## src/rtl/if_stage.sv

```systemverilog
// Instruction fetch: owns the fetch PC, talks to imem over valid/ready,
// and drives the IF/ID register consumed by decode.
module if_stage #(
  parameter int unsigned BUS_WIDTH   = 64,
  parameter int unsigned INSTR_WIDTH = 32,
  parameter logic [BUS_WIDTH-1:0] RESET_PC = '0
) (
  input  logic                   clk,
  input  logic                   rst,
  input  logic                   stall,
  input  logic                   redirect,
  input  logic [BUS_WIDTH-1:0]   redirect_pc,
  output logic                   imem_req_valid,
  input  logic                   imem_req_ready,
  output logic [BUS_WIDTH-1:0]   imem_addr,
  input  logic                   imem_resp_valid,
  input  logic [INSTR_WIDTH-1:0] imem_resp_data,
  output logic [BUS_WIDTH-1:0]   pc,
  output logic [INSTR_WIDTH-1:0] instr,
  output logic                   instr_valid
);

  localparam logic [INSTR_WIDTH-1:0] NOP = INSTR_WIDTH'(32'h0000_0013);

  typedef enum logic [1:0] {
    REQ  = 2'd0,
    WAIT = 2'd1,
    HOLD = 2'd2
  } state_t;

  state_t                 state, state_n;
  logic [BUS_WIDTH-1:0]   fetch_pc, fetch_pc_n;
  logic                   drop, drop_n;
  logic [INSTR_WIDTH-1:0] skid, skid_n;
  logic                   load;
  logic [INSTR_WIDTH-1:0] load_instr;

  logic                 eff_redir;
  logic                 hs;
  logic [BUS_WIDTH-1:0] target;
  logic [BUS_WIDTH-1:0] seq_pc;

  assign eff_redir      = redirect & ~stall;
  assign target         = {redirect_pc[BUS_WIDTH-1:2], 2'b00};
  assign seq_pc         = fetch_pc + BUS_WIDTH'(4);
  assign imem_req_valid = (state == REQ);
  assign imem_addr      = fetch_pc;
  assign hs             = imem_req_valid & imem_req_ready;

  always_comb begin
    state_n    = state;
    fetch_pc_n = fetch_pc;
    drop_n     = drop;
    skid_n     = skid;
    load       = 1'b0;
    load_instr = imem_resp_data;
    unique case (state)
      REQ: begin
        if (hs) begin
          state_n = WAIT;
          if (eff_redir) begin
            drop_n     = 1'b1;
            fetch_pc_n = target;
          end
        end else if (eff_redir) begin
          fetch_pc_n = target;
        end
      end
      WAIT: begin
        if (!imem_resp_valid) begin
          if (eff_redir) begin
            drop_n     = 1'b1;
            fetch_pc_n = target;
          end
        end else if (drop) begin
          // A fresher redirect still wins over the pending target
          drop_n  = 1'b0;
          state_n = REQ;
          if (eff_redir) fetch_pc_n = target;
        end else if (eff_redir) begin
          fetch_pc_n = target;
          state_n    = REQ;
        end else if (!stall) begin
          load       = 1'b1;
          fetch_pc_n = seq_pc;
          state_n    = REQ;
        end else begin
          skid_n  = imem_resp_data;
          state_n = HOLD;
        end
      end
      HOLD: begin
        if (!stall) begin
          state_n = REQ;
          if (eff_redir) begin
            fetch_pc_n = target;
          end else begin
            load       = 1'b1;
            load_instr = skid;
            fetch_pc_n = seq_pc;
          end
        end
      end
      default: state_n = REQ;
    endcase
  end

  always_ff @(posedge clk or posedge rst) begin
    if (rst) begin
      state    <= REQ;
      fetch_pc <= RESET_PC;
      drop     <= 1'b0;
      skid     <= '0;
    end else begin
      state    <= state_n;
      fetch_pc <= fetch_pc_n;
      drop     <= drop_n;
      skid     <= skid_n;
    end
  end

  always_ff @(posedge clk or posedge rst) begin
    if (rst) begin
      pc          <= '0;
      instr       <= NOP;
      instr_valid <= 1'b0;
    end else if (!stall) begin
      if (load) begin
        pc          <= fetch_pc;
        instr       <= load_instr;
        instr_valid <= 1'b1;
      end else begin
        instr       <= NOP;
        instr_valid <= 1'b0;
      end
    end
  end

endmodule
```

## config.mk

```make
export PLATFORM = sky130hd
export DESIGN_NAME = if_stage
export DESIGN_NICKNAME = d
export VERILOG_FILES = /design/src/rtl/if_stage.sv
export SDC_FILE = /design/constraint.sdc
export NUM_CORES = 1
export LEC_CHECK = 0
export CAP_MARGIN = 20
export CORE_MARGIN = 2
export CORE_UTILIZATION = 49
export CTS_CLUSTER_SIZE = 24
export DETAILED_ROUTE_END_ITERATION = 8
export GPL_TIMING_DRIVEN = 0
export PLACE_DENSITY_LB_ADDON = 0.2
export SLEW_MARGIN = 20
export SYNTH_ARGS = -nofsm -noshare
export SYNTH_HDL_FRONTEND = slang
export SYNTH_SLANG_ARGS = --single-unit
```

## constraint.sdc

```tcl
create_clock -name clk -period 7.3 [get_ports clk]
set_input_delay 1.46 -clock clk [delete_from_list [all_inputs] [get_ports clk]]
set_output_delay 1.46 -clock clk [all_outputs]
set_load 0.02 [all_outputs]
```

# ---- Word level (Yosys, flattened, before mapping)
# Cells that the tools add are included.
dict set report word_totals {
  reg_bits 196
  elab_cells 57
  out_inout_bits 162
  input_bits 102
}
dict set report op_classes {
  add_sub_neg 1
  n_bitwise 5
  n_eq_ne 6
  n_mux 30
  reduce_logical 8
}
# op count
set op_table {}
lappend op_table {{$mux 64} 7}
lappend op_table {{$pmux 64 s3} 1}
lappend op_table {{$mux 32} 3}
lappend op_table {{$add 64x3->64 const B} 1}
lappend op_table {{$mux 2} 6}
lappend op_table {{$mux 1} 10}
lappend op_table {{$pmux 2 s3} 1}
lappend op_table {{$reduce_and 3->1} 2}
lappend op_table {{$ne 5x5->1 const B} 1}
lappend op_table {{$reduce_and 5->1} 1}
lappend op_table {{$ne 2x2->1 const B} 2}
lappend op_table {{$pmux 1 s2} 2}
lappend op_table {{$reduce_and 2->1} 2}
lappend op_table {{$not 1->1} 3}
lappend op_table {{$reduce_bool 3->1} 1}
lappend op_table {{$and 1x1->1} 2}
lappend op_table {{$eq 2x1->1 const B} 1}
lappend op_table {{$eq 2x2->1 const B} 1}
lappend op_table {{$logic_not 2->1} 1}
lappend op_table {{$ne 2x1->1 const B} 1}
lappend op_table {{$reduce_bool 2->1} 1}

# ---- Longest topological paths before layout
dict set report logic_depth {
  ltp_word 7
  depth_mapped 11
  mapped_depth_nobuf 8
}

# ---- Worst setup path before layout
# No wires, ideal clock.
dict set report synth_timing {
  path_kind {input port to flip-flop}
  start {in stall}
  end {reg fetch_pc[55], in the netlist imem_addr[55]}
  arrival_ps 2712
  t_required_ps 7174
  setup_ps 126
  n_path_buf 2
  cell_stages 6
  slack_ps 4462
  path_cell_list {buf_2 > nand2b_1 > buf_2 > a21oi_1 > o21ai_0 > a221o_1}
}
dict set report synth_between {
  elab_chain_cells 6
  elab_cells_between_ends 12
  classes_between {2 x eq/ne; 7 x mux; 2 x bitwise; 1 x reduce/logical}
}
# element line_no
set synth_lines {}
lappend synth_lines {{start: declaration} 10} ;# input logic stall,
lappend synth_lines {{$not 1->1 (no source line)} --}
lappend synth_lines {{$and 1x1->1} 43} ;# assign eff_redir = redirect & ~stall;
lappend synth_lines {{$mux 64, on equally long branches} --}
lappend synth_lines {{$mux 64} 75} ;# end else if (drop) begin
lappend synth_lines {{$mux 64} 70} ;# if (!imem_resp_valid) begin
lappend synth_lines {{$pmux 64 s3} 57} ;# unique case (state)
lappend synth_lines {{end signal: assignment} 116} ;# fetch_pc <= fetch_pc_n;
lappend synth_lines {{end: declaration} 32} ;# logic [BUS_WIDTH-1:0] fetch_pc, fetch_pc_n;
# Several ways; a longest one is shown, not always the timed one. The select of a mux whose other input is x is not followed.
# A chain may end at the register's enable or synchronous reset.

# ---- Worst setup path after layout
dict set report layout_timing {
  start {in imem_resp_valid}
  end {reg pc[23]}
}
dict set report layout_between {
  elab_chain_cells 3
}
# element line_no
set layout_lines {}
lappend layout_lines {{start: declaration} 16} ;# input logic imem_resp_valid,
lappend layout_lines {{$mux 1} 70}
lappend layout_lines {{$pmux 1 s2} 57}
lappend layout_lines {{$reduce_and 2->1 (no source line)} --}
lappend layout_lines {{end signal: assignment} 129} ;# pc <= fetch_pc;
lappend layout_lines {{end: declaration} 18} ;# output logic [BUS_WIDTH-1:0] pc,
# No other way between the ends.

==> impl_results.md <==
* Run status: finished, final reports clean
* Worst slew pin tran at 0.954 ns
* Max_slew headroom at 36.0%
* Die area at 21,400 um^2
* Largest net degree at the start of global routing at 71
* VDD IR-drop max at 0.000231 V
* Cell family with most CP delay: buffers and inverters
* TritonRoute pass-1 iters at 7
* Worst hold path type: reg2reg
* Critical Path Max Stage Delay at 0.83 ns
* Critical path capture point type: flip-flop
* Flop2flop setup slack at 4.08 ns
* Crit path depth at 8
* Yosys reg bits at 196
* Worst skew pair latency at 0.45 ns
* Initial antenna violation count at 0
* DRC Markers at 0
* Post-Route Skew at 0.0142 ns
* WL final at 33,100 um
* Arr. time, crit path at 4.40 ns
* Static Leak at 6.01 nW
* Ys flop type: dfrtp_1
* Die Y at 146 um
* Post-route setup TNS at 0 ns
* Final worst slack at 3.28 ns
* CTS clock-pin slew for the worst setup and hold paths at 0.08 ns
* Setup crit start: imem_resp_valid
* Final Core Density at 67.5%
* Initial DRC count at 870
* Reg-to-reg endpoint: pc[23]
* HP Start: instr[4]
* DR vias at 9,774
* Core Area at 20,000 um^2
* CP max FO at 10
* # clock sinks at 196
* ANT nets after route at 0
* CTS Buf Count at 17
* CTS H-tree lvls at 4
* Final HPWL DP at 24,200 um
* Synth area leader: dfrtp_1
* DP Worst Slack at 2.90 ns
* Critical path cell sequence: clkdlybuf4s50_1, and3b_1, o21ai_0, nor3_2, buf_2, buf_2, nand2_1, nand2_1
* Asr flop ratio synth at 100%
* Drt wl/cell at 20.0 um
* Hold buffers post-CTS at 0
* Hold path cells at 2
* Fin cells at 1,653
* Ports at 264
* FF-to-FF path depth at 10
* Power density over the cells at 416 nW/um^2
* Root buffer cell: clkbuf_16
* Seq/Total Area, Yosys at 49.5%
* Initial Utilization at 49.5%
* Period utilisation layout at 55.1%
* Share of cells above drive strength 1 at 9.41%
* Synth top area cells: dfrtp_1 (49%), nand2_1 (10%), o21ai_0 (4.2%), mux2_2 (3.6%), mux2i_1 (3.5%)
* All-layer global routing usage at 30.8%
* Rows at 52
* WP data required at 7.68 ns
* Syn Inst Count at 1,087
* First-pass GRT wire length at 52,000 um
* Most frequent cell after synthesis: nand2_1
* Synthesized area per cell at 9.13 um^2
* Max_cap viols at 0
* Vias in the first global route at 9,488
* Worst setup SP type: primary input
* Buf/Inv on CP at 3
* Worst Hold End: instr[4]
* Yosys Warn Count at 0
* Type of the worst setup path: in2reg
* CTS tree: built
* Setup violators final at 0
* Post-CTS setup buffers at 0
* RR Startpoint: state[1]
* Final Wtd Congestion at 0.978
* Syn_nets at 1,193
* Final Critical Period at 4.02 ns
* Placed Cells at 1,620
* Grt ovf at 0
* Die Span X at 146 um
* Post-synth top area share at 48.7%
* Post-CTS sizing at 0
* Top post-synthesis cells by count: nand2_1 (277), dfrtp_1 (193), o21ai_0 (84), a21oi_1 (62), nor2_1 (60)
* Fin. max-slew vios at 0
* RSZ-0062 raised after global routing: false
* Syn-to-layout area delta at 36.4%
* Slowest cell on crit path: nor3_2
* Layout net count at 1,475
* CTS max path bufs at 2
* Hold WS at 0.464 ns
* Number of flops mapped to enable cells by yosys at 0
* Port buffer count at 261
* Post-Syn Area at 9920 um^2
* Peak Freq at 249 MHz
* Cell variety after synth at 63
* Fillers at 1,675
* Vias per inst at 5.91
* Fin. Hold Viols at 0
[per-stage QoR]
step	power, mW	cell area, um^2
6_report	5.63	13500
5_1_grt	5.93	13500
4_1_cts	5.61	13500
3_5_place_dp	4.65	12900
3_3_place_gp	4.59	12900
2_1_floorplan	3.43	9920
[kinds of logic after synthesis]
| kind of cell | count (synthesis) | synth area share [%] |
|---|---|---|
| adders and majority gates | 4 | 0.504 |
| AOI/OAI and AO/OA | 253 | 15.6 |
| buffers and inverters | 86 | 3.85 |
| and+or+nand+nor | 472 | 22.6 |
| xor gates and xnor gates | 9 | 0.794 |
| DFF | 196 | 49.5 |
| muxes | 67 | 7.16 |
[how the worst max path moves through the flow]
stage                          end  slack [ns]
after floorplan               drop        0.50
after global placement    instr[7]       -2.25
after detailed placement    pc[23]        2.90
after CTS                   pc[23]        3.35
after global routing        pc[23]        3.31
final                       pc[23]        3.28
[sequential cells by signal (all words and copies together) (netlist names)]
| name | cells |
|---|---|
| skid | 32 |
| instr_valid | 1 |
| instr | 32 |
| drop | 1 |
| state | 2 |
| pc | 64 |
| imem_addr | 64 |
[report_power, final]
part	total [mW]	switching, mW	internal, mW
Clock	0.949	0.479	0.471
Sequential	1.87	0.386	1.49
Combinational	2.81	1.67	1.14
Total	5.63	2.54	3.10
[worst reg2reg max path: cells and delay by family (launching register included)]
kind / cells / cell delay (ns)
buf+inv: 4 / 1.06
fa+ha+maj: 1 / 0.13
compound gates: 1 / 0.30
simple gates: 4 / 1.27
flops: 1 / 0.41
[layer usage]
metal  vias up  track usage (%)  share of wire (%)
li1       4430                -                  -
met1      4710             42.2                 40
met5         -                0                  0
met2       536             48.4                 46
met4         0             12.7                3.4
met3        98             6.03                9.8
[final cells by class]
class,instances,area [um^2],share of cell area (%)
plain buffers,74,337,2.49
flip-flops and latches,196,4910,36.3
inverters,12,52.6,0.388
multi-input cells,805,4630,34.2
clock buffers,18,439,3.25
clock inverters,14,156,1.16
diodes,1,2.50,0.0185
repair buffers,263,2670,19.7
well taps,270,338,2.50
[placed cells by master, fill, tap and decap left out, types with 17 or more instances in the layout]
cell,netlist,final
nand2_1,277,277
clkbuf_16,0,17
mux2_2,32,32
buf_2,35,35
a21oi_1,62,62
clkdlybuf4s50_1,0,261
nand4_1,22,22
clkbuf_1,27,27
nor2_1,60,60
nor3_1,17,17
dfrtp_1,193,193
o21ai_0,84,84
mux2i_1,35,35
nand3_1,37,37
(Power assumes the default switching activity.)
